<file path="config.mk">
export PLATFORM = sky130hd
export DESIGN_NAME = xdisp_scan
export DESIGN_NICKNAME = d
export VERILOG_FILES = /design/src/rtl/xdisp_scan.sv
export SDC_FILE = /design/constraint.sdc
export NUM_CORES = 1
export LEC_CHECK = 0
export ABC_AREA = 1
export BUFFER_PORTS_ARGS = -buffer_cell sky130_fd_sc_hd__buf_4
export CORE_ASPECT_RATIO = 1.5
export CORE_UTILIZATION = 55
export DETAILED_ROUTE_END_ITERATION = 8
export PLACE_DENSITY = 0.77
export SLEW_MARGIN = 25
export SYNTH_ARGS = -nofsm -noshare
export SYNTH_HDL_FRONTEND = slang
export SYNTH_SLANG_ARGS = --single-unit
</file>
<file path="constraint.sdc">
create_clock -name clk -period 4 [get_ports clk]
set_input_delay 0.8 -clock clk [delete_from_list [all_inputs] [get_ports clk]]
set_output_delay 0.8 -clock clk [all_outputs]
set_load 0.05 [all_outputs]
</file>
<file path="src/rtl/xdisp_scan.sv">
// Four-digit multiplexed 7-segment scanner with shadow/active digit buffers,
// frame-synchronous commit and PWM brightness; disp_ctrl is registered (1-cycle latency).
module xdisp_scan #(
  parameter int SCAN_DIV = 50000
) (
  input  logic        clk,
  input  logic        rst,
  input  logic        sel,
  input  logic        we,
  input  logic [2:0]  addr,
  input  logic [7:0]  data_in,
  output logic [7:0]  data_out,
  output logic [11:0] disp_ctrl
);

  localparam int CW = $clog2(SCAN_DIV);
  localparam logic [CW-1:0] CNT_MAX = CW'(SCAN_DIV - 1);

  // Active entries keep only what the display uses: {dp, blank, hex}
  logic [7:0]    shadow_q [4];
  logic [7:0]    shadow_d [4];
  logic [5:0]    active_q [4];
  logic [5:0]    active_d [4];
  logic [3:0]    ctrl_q, ctrl_d;
  logic          pending_q, pending_d;
  logic [1:0]    idx_q, idx_d;
  logic [CW-1:0] cnt_q, cnt_d;
  logic [11:0]   disp_q, disp_d;

  logic          wr, enable, commit, lit;
  logic [2:0]    bright;
  logic [23:0]   on_prod, on_len, cnt_ext;

  function automatic logic [6:0] hex7(input logic [3:0] v);
    case (v)
      4'h0: hex7 = 7'h40;  4'h1: hex7 = 7'h79;  4'h2: hex7 = 7'h24;  4'h3: hex7 = 7'h30;
      4'h4: hex7 = 7'h19;  4'h5: hex7 = 7'h12;  4'h6: hex7 = 7'h02;  4'h7: hex7 = 7'h78;
      4'h8: hex7 = 7'h00;  4'h9: hex7 = 7'h10;  4'hA: hex7 = 7'h08;  4'hB: hex7 = 7'h03;
      4'hC: hex7 = 7'h46;  4'hD: hex7 = 7'h21;  4'hE: hex7 = 7'h06;  default: hex7 = 7'h0E;
    endcase
  endfunction

  assign wr     = sel & we;
  assign enable = ctrl_q[0];
  assign bright = ctrl_q[3:1];
  assign commit = pending_q & (~enable | ((idx_q == 2'd3) && (cnt_q == CNT_MAX)));

  always_comb begin
    shadow_d  = shadow_q;
    active_d  = active_q;
    ctrl_d    = ctrl_q;
    pending_d = pending_q;
    idx_d     = idx_q;
    cnt_d     = cnt_q;
    disp_d    = 12'hFFF;
    on_prod   = 24'({1'b0, bright} + 4'd1) * 24'(SCAN_DIV);
    on_len    = on_prod >> 3;
    cnt_ext   = 24'(cnt_q);
    lit       = 1'b0;

    // Commit reads the pre-write shadow; a same-edge commit write re-arms pending
    if (commit) begin
      for (int i = 0; i < 4; i++)
        active_d[i] = {shadow_q[i][7], shadow_q[i][4], shadow_q[i][3:0]};
      pending_d = 1'b0;
    end

    if (wr) begin
      case (addr)
        3'd0, 3'd1, 3'd2, 3'd3: shadow_d[addr[1:0]] = data_in & 8'h9F;
        3'd4:                   ctrl_d    = data_in[3:0];
        3'd5:                   pending_d = 1'b1;
        default: ;
      endcase
    end

    if (enable) begin
      if (cnt_q == CNT_MAX) begin
        cnt_d = '0;
        idx_d = idx_q + 2'd1;
      end else begin
        cnt_d = cnt_q + 1'b1;
      end
    end else begin
      cnt_d = '0;
      idx_d = 2'd0;
    end

    if (on_len == 24'd0)
      on_len = 24'd1;
    // cnt==0 is a dead cycle between digits to avoid ghosting
    lit = enable && (cnt_ext >= 24'd1) && (cnt_ext <= on_len) && !active_q[idx_q][4];
    if (lit)
      disp_d = {~(4'b0001 << idx_q), ~active_q[idx_q][5], hex7(active_q[idx_q][3:0])};
  end

  always_ff @(posedge clk) begin
    if (rst) begin
      shadow_q  <= '{default: 8'h10};
      active_q  <= '{default: 6'h10};
      ctrl_q    <= 4'hE;
      pending_q <= 1'b0;
      idx_q     <= 2'd0;
      cnt_q     <= '0;
      disp_q    <= 12'hFFF;
    end else begin
      shadow_q  <= shadow_d;
      active_q  <= active_d;
      ctrl_q    <= ctrl_d;
      pending_q <= pending_d;
      idx_q     <= idx_d;
      cnt_q     <= cnt_d;
      disp_q    <= disp_d;
    end
  end

  always_comb begin
    data_out = 8'h00;
    case (addr)
      3'd0, 3'd1, 3'd2, 3'd3: data_out = shadow_q[addr[1:0]];
      3'd4:                   data_out = {4'h0, ctrl_q};
      3'd5:                   data_out = {5'b0, pending_q, idx_q};
      default:                data_out = 8'h00;
    endcase
  end

  assign disp_ctrl = disp_q;

endmodule

</file>
After elaboration in Yosys (flattened, before gate mapping)
Memories as Yosys holds them, arrays and structs flattened. A register that Yosys moved wholly into a read port is not among the register bits. Cells that the tools add are included.

Bits in registers: 91. Bits in latches: 0. Bits in writable memories: 0. Bits in read-only memories: 112. Memories: 1.

Memory list: (no name shown) (words 16, bits a word 7, read ports 1, clocked after Yosys merged registers in 1, wr ports 0, line 35) `case (v)`.

$add $sub $neg: 3. Multipliers: 1. Divide/modulo/power cells: 0. $lt $le $gt $ge: 5. Equality and inequality tests: 7. Shifts and indexed selects: 1. Muxes and demuxes: 14. Bitwise gates (word level): 9. Reductions and logical operators: 14.

Operators by type and width (count): 32-bit bitwise mux (1); 16-bit by 24-bit <= comparator with 1-bit output (1); 24-bit zero test (1); 8-bit 2-to-1 mux (3); 8-bit case mux with 3 select lines (1); 17-bit 2-to-1 mux (1); 16-bit by 1-bit adder with 16-bit output, second input constant (1); 8-bit binary-select mux with 2-bit select (1); 8-bit demux with 2-bit select (1); 16-bit equality test, second input constant (1); 16-bit by 1-bit >= comparator with 1-bit output, second input constant (1); 4-bit by 12-bit multiplier with 16-bit output, second input constant (1); 6-bit binary-select mux with 2-bit select (1); 6-bit 2-to-1 mux (2); 3-bit by 2-bit equality test with 1-bit output, second input constant (2); 3-bit equality test, second input constant (2); 3-bit >= comparator, second input constant (2); 2-bit inverter with 3-bit output (2); 1-bit logical AND (5); 3-bit by 1-bit adder with 4-bit output, second input constant (1); 4-bit inverter (1); 2-bit AND reduction (2); 2-bit OR reduction (2); 4-bit OR reduction (1); 12 further kinds (17).

Depth between registers and ports, before layout
Depth in word-level cells: 9. Mapped depth: 31.

Worst setup path before layout
Ideal clock, no wire load.

Path kind: register -> register. From: register ctrl_q[1]. To: register disp_q[4] (netlist: disp_ctrl[4]). Setup time: 0.124 ns. Arrival time: 3.722 ns. Data required time: 3.876 ns. Path slack: 0.155 ns. Stages on the path, launching flop included: 27. Path through: dfxtp_1 ha_1 nand2_1 nand2_1 inv_1 ha_1 ha_1 ha_1 inv_1 o21bai_1 nand2_1 nand2_1 nand2_1 o21ai_0 inv_1 nand2_1 xor2_1 ha_1 nand2_1 inv_1 nand3_1 inv_1 a211oi_1 nand3_1 nand3_2 buf_6 nand3b_2.

Cells in the longest elaborated chain, start to end: 9.

Ends and longest elaborated chain: start: declaration (line 24) `logic [3:0] ctrl_q, ctrl_d;`; start signal: assignment (line 109) `ctrl_q <= ctrl_d;`; 3-bit by 1-bit adder with 4-bit output * (line 56) `on_prod = 24'({1'b0, bright} + 4'd1) * 24'(SCAN_DIV);`; 4-bit by 12-bit multiplier with 16-bit output * (line 56); 24-bit zero test (line 89) `if (on_len == 24'd0)`; 17-bit 2-to-1 mux * (line 89); 16-bit by 24-bit <= comparator with 1-bit output * (line 92) `lit = enable && (cnt_ext >= 24'd1) && (cnt_ext <= on_len) && !active_q[idx_q][4];`; 1-bit logical AND * (2 in a row) (line 92); 1-bit inverter (no line) *; 2-bit OR reduction (no line) *; end: declaration (line 28) `logic [11:0] disp_q, disp_d;`.

Mark *: on every way between the ends. The rest lies on a longest branch, timed or not. A chain may end at the register's enable or synchronous reset.

Final worst setup path
From: register ctrl_q[1]. To: register disp_q[10] (netlist: disp_ctrl[10]).

Same word-level chain as after synthesis.

==> flow_metrics.env <==
export IMPL_ys_seq_elements=83
export IMPL_antenna_found_initial=0
export IMPL_totalWireLength_um=12490
export IMPL_arrival_ns=3.96
export IMPL_dp_hpwl_um=8840
export IMPL_vias=4683
export IMPL_required_ns=4.20
export IMPL_fin_nets=790
export IMPL_finalSetupViolations=0
export IMPL_reg2reg_depth=26
export IMPL_diodes=0
export IMPL_start_kind="flip-flop"
export IMPL_core_um2=8464
export IMPL_synthArstFlopShare_pct=0
export IMPL_grt_max_degree=50
export IMPL_cts_sinks=83
export IMPL_slew_viol_final=0
export IMPL_powerDensity_nw_per_um2=330.0
export IMPL_die_area_um2=9214
export IMPL_path_max_fanout=6
export IMPL_final_cell_mix="nor2_1, nand2_1, dfxtp_1"
export IMPL_post_synth_inst_count=679
export IMPL_fin_crit_sh_pct=94.09
export IMPL_die_height_um=117.1
export IMPL_rows=41
export IMPL_track_usage_pct=27.77
export IMPL_start_util_pct=57.35
export IMPL_hold_path_class="reg -> reg"
export IMPL_antenna_left=0
export IMPL_dp_cells=820
export IMPL_layout_commonest_cell="nor2_1"
export IMPL_layout_cells_non_filler=840
export IMPL_cts_tree="done"
export IMPL_cts_buffers=9
export IMPL_overflow=0
export IMPL_timing_worst_setup_path_type="reg -> reg"
export IMPL_final_layout_size_suffix_gt1_share_pct=17.05
export IMPL_hold_buffers=0
export IMPL_num_io_pins=35
export IMPL_drv_cap=0
export IMPL_status="finished clean"
export IMPL_grt_pass1_vias=4351
export IMPL_grt_pass1_wl_um=20020
export IMPL_seq_area_frac_synth_pct=34.23
export IMPL_firstDrtPassIters=4
export IMPL_hold_viol=0
export IMPL_die_x_um=78.71
export IMPL_max_freq_ghz=0.2657
export IMPL_wl_per_cell_um=14.86
export IMPL_ys_flop_type="dfxtp_1"
export IMPL_max_slew_margin_rel_pct=56.42
export IMPL_peakVddDrop_mv=0.3001
export IMPL_r2r_end="disp_ctrl[10]$_SDFF_PP1_"
export IMPL_reg2reg_from="ctrl_q[1]$_SDFFE_PP1P_"
export IMPL_n_fill_cell=713
export IMPL_ys_types=46
export IMPL_min_to="active_q[21]$_SDFFE_PP0P_"
export IMPL_clkLatencyLatePin_ns=0.34
export IMPL_leakagePower_nw=2.626
export IMPL_clk_pin_slew_worst_paths_ns=0.06
export IMPL_r2r_setup_slack_ns=0.24
export IMPL_h_tree_depth=3
export IMPL_min_path_cells=2
export IMPL_whs_ns=0.4734
export IMPL_drc=0
export IMPL_fin_skew_ns=0.007194
export IMPL_yosysWarnings=0
export IMPL_syn_area_per_cell_um2=7.150
export IMPL_cts_max_path_buffers=2
export IMPL_critPathCaptureType="flip-flop"
export IMPL_tightest_slew_ns=0.6528
export IMPL_first_iter_violations=249
export IMPL_synth_edff_count=0
export IMPL_io_buffers=30
export IMPL_gp_congestion=0.9556
export IMPL_syn_to_final_growth_pct=19.90
export IMPL_hp_start="active_q[21]$_SDFFE_PP0P_"
export IMPL_period_minus_slack_ns=3.764
export IMPL_viasPerCell=5.575
export IMPL_cts_root_buf="clkbuf_16"
export IMPL_synth_area_um2=4855
worst max-delay path by stage:
stage,endpoint,slack [ns],from,cells after the start
2_1_floorplan,disp_ctrl[4]$_SDFF_PP1_,0.15,ctrl_q[1]$_SDFFE_PP1P_,26
3_3_place_gp,disp_ctrl[6]$_SDFF_PP1_,0.02,ctrl_q[1]$_SDFFE_PP1P_,26
3_5_place_dp,disp_ctrl[0]$_SDFF_PP1_,-0.01,ctrl_q[1]$_SDFFE_PP1P_,26
4_1_cts,disp_ctrl[0]$_SDFF_PP1_,0.003,ctrl_q[1]$_SDFFE_PP1P_,26
5_1_grt,disp_ctrl[6]$_SDFF_PP1_,-0.04,ctrl_q[1]$_SDFFE_PP1P_,28
6_report,disp_ctrl[10]$_SDFF_PP1_,0.24,ctrl_q[1]$_SDFFE_PP1P_,26
cells by family after synthesis:
group	Yosys count	share of synthesized area, %
compound gates	131	15.41
xor+xnor	5	0.9020
fa+ha+maj	47	12.11
buf+inv	91	8.582
flops	83	34.23
other cells	1	0.07725
simple gates	321	28.69
power by group:
group / leakage [nW] / internal (mW) / switching, mW
Clock: 0.146 / 0.507 / 0.356
Combinational: 1.81 / 0.0855 / 0.129
Sequential: 0.670 / 0.835 / 0.00761
Total: 2.63 / 1.43 / 0.492
layout make-up:
cell class | count | area, µm² | share of cell area [%]
Tap cell | 107 | 133.9 | 2.300
Timing Repair Buffer | 54 | 405.4 | 6.965
Clock buffer | 10 | 239.0 | 4.106
Multi-Input combinational cell | 507 | 3022 | 51.91
Inverter | 73 | 281.5 | 4.837
Sequential cell | 83 | 1668 | 28.65
Clock inverter | 6 | 71.32 | 1.225
cells in the mapped netlist, types with 2 or more instances:
master | number | share of area (%)
a211oi_1 | 2 | 0.31
a21oi_1 | 35 | 3.6
a221o_1 | 3 | 0.62
a22oi_1 | 12 | 1.9
a31oi_1 | 3 | 0.39
buf_12 | 2 | 0.82
buf_2 | 3 | 0.31
buf_4 | 3 | 0.46
buf_6 | 3 | 0.70
clkbuf_1 | 7 | 0.54
dfxtp_1 | 83 | 34
ha_1 | 47 | 12
inv_1 | 68 | 5.3
inv_2 | 3 | 0.23
nand2_1 | 118 | 9.1
nand3_1 | 48 | 4.9
nand3b_1 | 2 | 0.31
nand4_1 | 9 | 1.2
nor2_1 | 117 | 9.0
nor2_2 | 5 | 0.64
nor3_1 | 8 | 0.82
nor3_2 | 2 | 0.41
nor3b_1 | 3 | 0.46
nor4_1 | 2 | 0.26
o211ai_1 | 2 | 0.31
o21ai_0 | 52 | 5.4
o21ai_1 | 15 | 1.5
xor2_1 | 4 | 0.72
per-stage QoR:
step | setup TNS (ns) | power (mW) | worst slack [ns] | instance area, µm² | util (%)
3_5_place_dp | -0.05644 | 1.044 | -0.01457 | 5238 | 61.88
5_1_grt | -0.1775 | 1.980 | -0.03827 | 5821 | 68.77
2_1_floorplan | 0 | 0.9785 | 0.1546 | 4858 | -
4_1_cts | 0 | 1.897 | 0.002516 | 5610 | 66.28
6_report | 0 | 1.921 | 0.2364 | 5821 | 68.77
3_3_place_gp | 0 | 1.040 | 0.02334 | 5238 | 61.88
metal layers:
| metal | global-route usage [%] | vias to the layer above | wire length, µm |
|---|---|---|---|
| li1 | - | 2356 | - |
| met1 | 31.62 | 2169 | 5065 |
| met2 | 50.14 | 131 | 6474 |
| met3 | 4.884 | 27 | 577 |
| met4 | 12.84 | 0 | 369 |
| met5 | 0 | - | 0 |
worst max-delay path, cell delays in order (launching register included):
cell	delay, ns
dfxtp_4	0.35
ha_2	0.19
inv_1	0.09
nand2_2	0.07
nand2_2	0.11
inv_4	0.05
ha_4	0.24
ha_4	0.25
ha_4	0.27
inv_1	0.05
o21bai_1	0.16
nand2_1	0.09
nand2_1	0.06
nand2_1	0.06
o21ai_2	0.07
inv_1	0.06
nand2_1	0.09
xor2_1	0.18
ha_1	0.27
nand2_1	0.08
inv_1	0.06
nand3_2	0.08
inv_1	0.06
a211oi_2	0.24
nand3_4	0.15
nand3_4	0.17
nand3_1	0.09
sequential cells by signal, indices dropped and copies added (netlist names):
name / flops
ctrl_q: 4
idx_q: 2
shadow_q: 24
active_q: 24
pending_q: 1
disp_ctrl: 12
cnt_q: 16
timing repair:
item | 4_1_cts | 5_1_grt
gates cloned | 1 | 0
pin swaps | 2 | 15
endpoints found under the setup margin | 12 | 12
setup buffers | 0 | 3
gates resized for setup | 12 | 33
Power figures use the tool's default switching activity.
